File: src/rtl/fp_norm_pkg.sv
// Shared types and format helpers for the post-arithmetic normalizer.
package fp_norm_pkg;

  // Supported floating-point target formats.
  typedef enum logic [1:0] {
    FP16,
    FP32,
    FP64
  } fp_format_e;

  // Normalizer control states.
  typedef enum logic [1:0] {
    IDLE,
    NORM,
    DONE
  } norm_state_e;

  // Exponent field width of a format.
  function automatic int unsigned exp_bits(fp_format_e fmt);
    case (fmt)
      FP16:    return 5;
      FP64:    return 11;
      default: return 8;
    endcase
  endfunction

  // Stored mantissa width of a format (hidden bit excluded).
  function automatic int unsigned mant_bits(fp_format_e fmt);
    case (fmt)
      FP16:    return 10;
      FP64:    return 52;
      default: return 23;
    endcase
  endfunction

  // Total packed width of a format.
  function automatic int unsigned fp_width(fp_format_e fmt);
    return 1 + exp_bits(fmt) + mant_bits(fmt);
  endfunction

  // Width of the packed unrounded result: encoding + rs(2) + round_en + invalid + exp_cout(2).
  function automatic int unsigned ures_width(fp_format_e fmt);
    return fp_width(fmt) + 6;
  endfunction

endpackage

File: src/rtl/fp_lzc_step.sv
// Leading-zero count over a small window, saturated to the window size.
module fp_lzc_step #(
  parameter int unsigned STEP = 4
) (
  input  logic [STEP-1:0]            bits,
  output logic [$clog2(STEP+1)-1:0]  count
);

  localparam int unsigned CW = $clog2(STEP + 1);

  // Scan from LSB upward so the highest set bit decides the count last.
  always_comb begin
    // NOTE: a default before any conditional write keeps combinational logic latch-free.
    count = CW'(STEP);
    for (int i = 0; i < int'(STEP); i++) begin
      if (bits[i]) count = CW'(int'(STEP) - 1 - i);
    end
  end

endmodule

File: src/rtl/fp_norm.sv
// Sequential normalizer: aligns the hidden bit, gathers sticky and packs
// the unrounded result for the rounding stage. One transaction in flight.
module fp_norm
  import fp_norm_pkg::*;
#(
  parameter fp_format_e  FP_FORMAT  = FP32,
  parameter int unsigned IN_WIDTH   = 2 * (mant_bits(FP_FORMAT) + 1),
  parameter int unsigned SHIFT_STEP = 4
) (
  input  logic                                clk_i,
  input  logic                                rst_ni,
  input  logic                                valid_i,
  output logic                                ready_o,
  input  logic                                sign_i,
  input  logic [exp_bits(FP_FORMAT)+1:0]      exp_i,
  input  logic [IN_WIDTH-1:0]                 mant_i,
  input  logic                                sticky_i,
  input  logic                                special_i,
  input  logic [fp_width(FP_FORMAT)-1:0]      special_result_i,
  input  logic                                invalid_i,
  output logic                                valid_o,
  input  logic                                ready_i,
  output logic [ures_width(FP_FORMAT)-1:0]    urnd_result_o
);

  localparam int unsigned EXP_WIDTH  = exp_bits(FP_FORMAT);
  localparam int unsigned MANT_WIDTH = mant_bits(FP_FORMAT);
  localparam int unsigned EW         = EXP_WIDTH + 2;
  // The lookahead window sits below bit IN_WIDTH-1, so it can never exceed IN_WIDTH-1 bits.
  localparam int unsigned STEP       = (SHIFT_STEP < IN_WIDTH - 1) ? SHIFT_STEP : IN_WIDTH - 1;
  localparam int unsigned CW         = $clog2(STEP + 1);

  typedef struct packed {
    logic                  sign;
    logic [EXP_WIDTH-1:0]  exp;
    logic [MANT_WIDTH-1:0] mant;
  } fp_encoding_t;

  typedef struct packed {
    fp_encoding_t u_result;
    logic [1:0]   rs;
    logic         round_en;
    logic         invalid;
    logic [1:0]   exp_cout;
  } uround_res_t;

  norm_state_e         state_q, state_d;
  logic                sign_q;
  logic [EW-1:0]       exp_q;
  logic [IN_WIDTH-1:0] mant_q;
  logic                stk_q;
  logic                inv_q;
  uround_res_t         res_q;

  logic [CW-1:0]       shift_amt;
  logic [IN_WIDTH-1:0] fix_mant;
  logic [EW-1:0]       fix_exp;
  logic                fix_stk;
  uround_res_t         norm_res;
  uround_res_t         bypass_res;

  logic top_set, hidden_set;
  assign top_set    = mant_q[IN_WIDTH-1];
  assign hidden_set = mant_q[IN_WIDTH-2];

  fp_lzc_step #(
    .STEP (STEP)
  ) u_lzc (
    .bits  (mant_q[IN_WIDTH-2 -: STEP]),
    .count (shift_amt)
  );

  // State register.
  always_ff @(posedge clk_i or negedge rst_ni) begin
    if (!rst_ni) state_q <= IDLE;
    else         state_q <= state_d;
  end

  // Next-state logic.
  always_comb begin
    state_d = state_q;
    case (state_q)
      IDLE: if (valid_i) state_d = (special_i || mant_i == '0) ? DONE : NORM;
      NORM: if (top_set || hidden_set) state_d = DONE;
      DONE: if (ready_i) state_d = IDLE;
      default: state_d = IDLE;
    endcase
  end

  // Handshake outputs decoded from state.
  always_comb begin
    ready_o = (state_q == IDLE);
    valid_o = (state_q == DONE);
  end

  // Final alignment (carry-out right shift) and packing of the working value.
  always_comb begin
    fix_mant = mant_q;
    fix_exp  = exp_q;
    fix_stk  = stk_q;
    if (top_set) begin
      fix_mant = mant_q >> 1;
      fix_stk  = stk_q | mant_q[0];
      fix_exp  = exp_q + EW'(1);
    end
    norm_res               = '0;
    norm_res.u_result.sign = sign_q;
    norm_res.u_result.exp  = fix_exp[EXP_WIDTH-1:0];
    norm_res.u_result.mant = fix_mant[IN_WIDTH-3 -: MANT_WIDTH];
    norm_res.rs            = {fix_mant[IN_WIDTH-3-MANT_WIDTH],
                              (|fix_mant[IN_WIDTH-4-MANT_WIDTH:0]) | fix_stk};
    norm_res.round_en      = 1'b1;
    norm_res.invalid       = inv_q;
    norm_res.exp_cout      = fix_exp[EW-1 -: 2];
  end

  // Result for inputs that skip normalization: precomputed special or signed zero.
  always_comb begin
    bypass_res         = '0;
    bypass_res.invalid = invalid_i;
    if (special_i) bypass_res.u_result      = special_result_i;
    else           bypass_res.u_result.sign = sign_i;
  end

  // Datapath: latch operands, shift toward the hidden bit, register the packed result.
  always_ff @(posedge clk_i or negedge rst_ni) begin
    // NOTE: every datapath register is reset so no stale result survives an abort.
    if (!rst_ni) begin
      sign_q <= 1'b0;
      exp_q  <= '0;
      mant_q <= '0;
      stk_q  <= 1'b0;
      inv_q  <= 1'b0;
      res_q  <= '0;
    end else begin
      // NOTE: non-blocking assignments so all registers update from pre-edge values.
      case (state_q)
        IDLE: begin
          if (valid_i) begin
            inv_q <= invalid_i;
            if (special_i || mant_i == '0) begin
              res_q <= bypass_res;
            end else begin
              sign_q <= sign_i;
              exp_q  <= exp_i;
              mant_q <= mant_i;
              stk_q  <= sticky_i;
            end
          end
        end
        NORM: begin
          if (top_set || hidden_set) begin
            res_q <= norm_res;
          end else begin
            mant_q <= mant_q << shift_amt;
            exp_q  <= exp_q - EW'(shift_amt);
          end
        end
        default: ;
      endcase
    end
  end

  assign urnd_result_o = res_q;

endmodule

File: config.mk
export PLATFORM = sky130hd
export DESIGN_NAME = fp_norm
export DESIGN_NICKNAME = d
export VERILOG_FILES = /design/src/rtl/fp_norm_pkg.sv /design/src/rtl/fp_lzc_step.sv /design/src/rtl/fp_norm.sv
export SDC_FILE = /design/constraint.sdc
export NUM_CORES = 1
export LEC_CHECK = 0
export CAP_MARGIN = 20
export CORE_MARGIN = 4
export CORE_UTILIZATION = 58
export CTS_BUF_LIST = sky130_fd_sc_hd__clkbuf_4
export CTS_CLUSTER_DIAMETER = 50
export DETAILED_ROUTE_END_ITERATION = 8
export HOLD_SLACK_MARGIN = 0.15
export PLACE_DENSITY = 0.89
export SLEW_MARGIN = 20
export SYNTH_ARGS = -nofsm -noshare
export SYNTH_HDL_FRONTEND = slang
export SYNTH_SLANG_ARGS = --single-unit
File: constraint.sdc
create_clock -name clk_i -period 5.3 [get_ports clk_i]
set_input_delay 1.06 -clock clk_i [delete_from_list [all_inputs] [get_ports clk_i]]
set_output_delay 1.06 -clock clk_i [all_outputs]
set_load 0.01 [all_outputs]
[Word level (Yosys, flattened, before mapping)]
Index checks and enable logic that the tools add are counted.
Cells by class
  order comparisons: 0
  bitwise logic cells: 3
  div/mod/pow operators: 0
  multiplexer cells: 26
  multipliers: 0
  shifts and indexed selects: 1
  add/sub/neg operators: 2
  eq/ne operators: 8
  reductions and logical operators: 11
Operator list (count)
  2-to-1 mux 48 bit: 3
  2-to-1 mux 38 bit: 3
  case mux 48 bit (2 select lines): 1
  case mux 38 bit (2 select lines): 1
  zero test 48 bit: 1
  << shifter 48 x 3 -> 48 bit: 1
  2-to-1 mux 46 bit: 1
  2-to-1 mux 10 bit: 4
  2-to-1 mux 31 bit: 1
  OR reduction 22 bit: 1
  case mux 10 bit (2 select lines): 1
  2-to-1 mux 3 bit: 4
  adder 10 x 1 -> 10 bit (second input constant): 1
  subtractor 10 x 3 -> 10 bit: 1
  2-to-1 mux 2 bit: 4
  != test 2 bit (second input constant): 4
  AND reduction 4 bit: 2
  case mux 2 bit (3 select lines): 1
  AND reduction 3 bit: 2
  != test 2 x 1 -> 1 bit (second input constant): 2
  equality test 2 x 1 -> 1 bit (second input constant): 1
  equality test 2 bit (second input constant): 1
  zero test 2 bit: 1
  logical OR 1 bit: 2
  5 further kinds: 7
Storage, ports and cells
  ROM bits: 0
  logic and storage cells: 64
  bits of input ports: 98
  memory bits (writable): 0
  register bits: 101
  memories kept: 0
  output and inout bits: 40
  bits in latches: 0

[Longest topological paths before layout]
  depth in word-level cells: 7
  gate-level depth with buffers: 11
  mapped depth without buffers: 10

[Modules after synthesis]
A second synthesis with hierarchy kept.
Unflattened totals
  cells, all modules: 685
  area total of the unflattened synthesis: 6831.6 um^2
Modules (own cells, without submodules)
  fp_norm: cells each 679, instances 1, area each 6795.3 um^2, sequential area each 2527.4 um^2
  fp_lzc_step: cells each 6, instances 1, area each 36.3 um^2, sequential area each 0.0 um^2

[Least setup slack after synthesis]
No wires, ideal clock.
  path kind: register to register
  start point: register mant_q[44]
  end point: register exp_q[8]
  library setup time: 0.124 ns
  required time: 5.176 ns
  period minus slack after synthesis: 2.753 ns
  data arrival time: 2.630 ns
  cell stages (with the launch flop): 11
  setup slack: 2.547 ns
  buffers on the path: 3
  cell sequence: dfrtp_1 -> clkbuf_2 -> clkbuf_1 -> clkbuf_1 -> o21ai_0 -> fa_1 -> a211o_1 -> or3_1 -> nor3_1 -> a31oi_1 -> a2bb2oi_1
Between the ends
  longest elaborated chain between the ends: 6
Ends and longest elaborated chain
  start: declaration: RTL line fp_norm.sv:50  | logic [IN_WIDTH-1:0] mant_q;
  start signal: assignment: RTL line fp_norm.sv:146  | mant_q <= mant_i;
  start signal: assignment: RTL line fp_norm.sv:155  | mant_q <= mant_q << shift_amt;
  2-to-1 mux 3 bit (3 in a row): RTL line fp_lzc_step.sv:16  | if (bits[i]) count = CW'(int'(STEP) - 1 - i);
  subtractor 10 x 3 -> 10 bit: RTL line fp_norm.sv:156  | exp_q <= exp_q - EW'(shift_amt);
  2-to-1 mux 10 bit: RTL line fp_norm.sv:152  | if (top_set || hidden_set) begin
  case mux 10 bit (2 select lines): RTL line fp_norm.sv:137  | case (state_q)
  end signal: assignment: RTL line fp_norm.sv:145  | exp_q <= exp_i;
  end signal: assignment: RTL line fp_norm.sv:156
  end: declaration: RTL line fp_norm.sv:49  | logic [EW-1:0] exp_q;
No other way between the ends. The select of a mux whose other input is x is not followed.
A chain may end at the register's enable or synchronous reset.

[Worst setup path after layout]
Ends and elaborated chain as after synthesis.

==> run metrics <==
io pins 138; H-Tree Depth 3; Fill cells 877; setup ws final 1.78 ns; CP endpoint kind flop; Most used DFF post-synth dfrtp_1; largest net degree at the start of global routing 76; Wirelength per Cell 20.7 µm; RSZ-0062 raised after global routing false; cell accounting for the most synthesized area dfrtp_1; CP Data Required Time 5.68 ns; max incr delay on CP 0.80 ns; DRT antenna net count 0; syn nets 887; drt first-iter violations 775; crit path time final 3.52 ns; vias in the first global route 6480; clk_skew 0.0328 ns; Core Region 11400 µm²; Row Count 39; TritonCTS clock tree done; Rel. slew slack 32.4%; FMAX 0.284 GHz; CP Launch Type flop; final setup fails 0; GPL Wtd Cong 0.897; number of setup buffers added after CTS 0; Pins Over Slew Limit 0; kind of critical path reg2reg; Nets 970; post-route cell area 8200 µm²; global-route wire length before repair 33100 µm; mapped cell area 6720 µm²; CTS clock-pin slew for the worst setup and hold paths 0.20 ns; chip width 116 µm; Worst Tran Pin Value 1.01 ns; Die Height 116 µm; crit path cell chain nand2b_1 > a21oi_1 > ha_1 > inv_1 > fa_1 > a211o_1 > or3_1 > nor3_1 > a31oi_1 > a2bb2oi_1; ant diodes 0; clock latency at the later pin of the worst-skew pair 0.49 ns; IO buf count 137; area grow syn2layout 22.0%; Max-cap violations 0; LEAKAGE 0.00327 µW; Area contributors post-synth dfrtp_1 (38%), mux2_2 (5.7%), o21ai_0 (5.3%); final core occ 72.1%; warnings from Yosys 0; Overall Global Routing Usage 30.9%; Starting Density 59.1%; outcome completed; worst path buffer plus inverter count 1; initial antenna violation count 0; routed vias/inst 6.68; most common cell after layout, fill and taps aside clkdlybuf4s50_1; clock sink count 101; Root Buffer clkbuf_4; sequential share of the synthesized area 37.6%; peak supply drop 0.287 mV; post-synthesis cell type count 62; CP Max Fanout 27; grt ovf 0; Setup TNS Final 0 ns; EDFF count, synth 0; Vias 6783; area post-placement 8050 µm²; Synth Instances 784; Min-Delay Path Class reg2reg; Min Hold Slack 0.522 ns; share of cells above drive strength 1 9.29%; Worst EP arrival 3.91 ns; most frequent cells in the layout clkdlybuf4s50_1 (136), dfrtp_1 (101), nand2_1 (74); register area 2530 µm²; Num CTS Buffers 9; pre-CTS setup slack 1.60 ns; cts hold-fix bufs 0; Pwr per Cell Area 572 nW/µm²; final-report hold violation count 0; flops & latches, synth 101; Pre-antenna DRT Iters 9; post-DP HPWL 14300 µm; period utilisation layout 66.5%; final wirelength 21000 µm; post-CTS sizing 0; top-area cell type share of the netlist area 37.6%; family with the most delay on the worst path simple AND/OR/NAND/NOR gates; critical path's slowest cell dfrtp_1; clk buf depth 2; Syn Area/Cell 8.57 µm²; DRC 0; Multi-input gate area 3820 µm²; Async SR Flop Fraction 100%; Die ar. 13400 µm²
[through the flow]
stage	cells	power [µW]
global placement	999	4050
CTS	1015	4640
floorplan	784	3340
finish	1015	4700
detailed placement	999	4200
global route	1015	5010
[path summary, 6_finish.rpt]
path / cells after the start / start / slack (ns) / end
max: 10 / mant_q[44] / 1.78 / exp_q[8]
min: 1 / urnd_result_o[1] / 0.52 / urnd_result_o[1]
max reg2reg: 10 / mant_q[44] / 1.78 / exp_q[8]
min reg2reg: 1 / urnd_result_o[1] / 0.52 / urnd_result_o[1]
max in group asynchronous: 2 / rst_ni / 3.54 / mant_q[0]
min in group asynchronous: 1 / rst_ni / 0.58 / urnd_result_o[2]
[Yosys cell counts (all sizes together) (22+ instances only)]
master	instances
a211oi	23
a21oi	22
buf	40
clkbuf	37
dfrtp	101
mux2	38
mux2i	30
nand2	74
nand3	39
nor2	70
nor3	32
o21ai	72
o22ai	35
o41ai	25
[cells by family after synthesis]
logic type	Yosys count	share of synthesized area, %
XOR/XNOR	10	1.30
multiplexers	68	11.1
adder cells (fa/ha/maj)	5	1.04
flip-flops	101	37.6
AO/OA/AOI/OAI	242	24.2
buffers and inverters	91	6.22
AND/OR/NAND/NOR	267	18.6
[sequential cells by signal, summed over array words and instances (netlist names)]
register,count
exp_q,10
inv_q,1
mant_q,48
sign_q,1
state_q,2
stk_q,1
urnd_result_o,38
[cell type report]
type                       instances  share of cell area [%]
clock inverter                     7                   0.991
sequential                       101                    30.8
clock buffer                       9                   0.824
multi-input combinational        592                    46.6
inverter                          14                   0.641
tap                              143                    2.18
timing repair buffer             149                    17.9
[power by group]
part	internal [µW]	total (µW)	switching, µW
clock	151	445	294
sequential	1110	1680	574
combinational	1200	2570	1370
total	2460	4700	2240
[layer usage]
layer | GRT usage [%] | wire (µm) | up-vias
met5 | 0 | 0 | -
met4 | 10.3 | 514 | 0
met3 | 5.01 | 1860 | 47
met2 | 48.3 | 9850 | 385
met1 | 44.2 | 8750 | 3247
li1 | - | - | 3104
(Power assumes the default switching activity.)
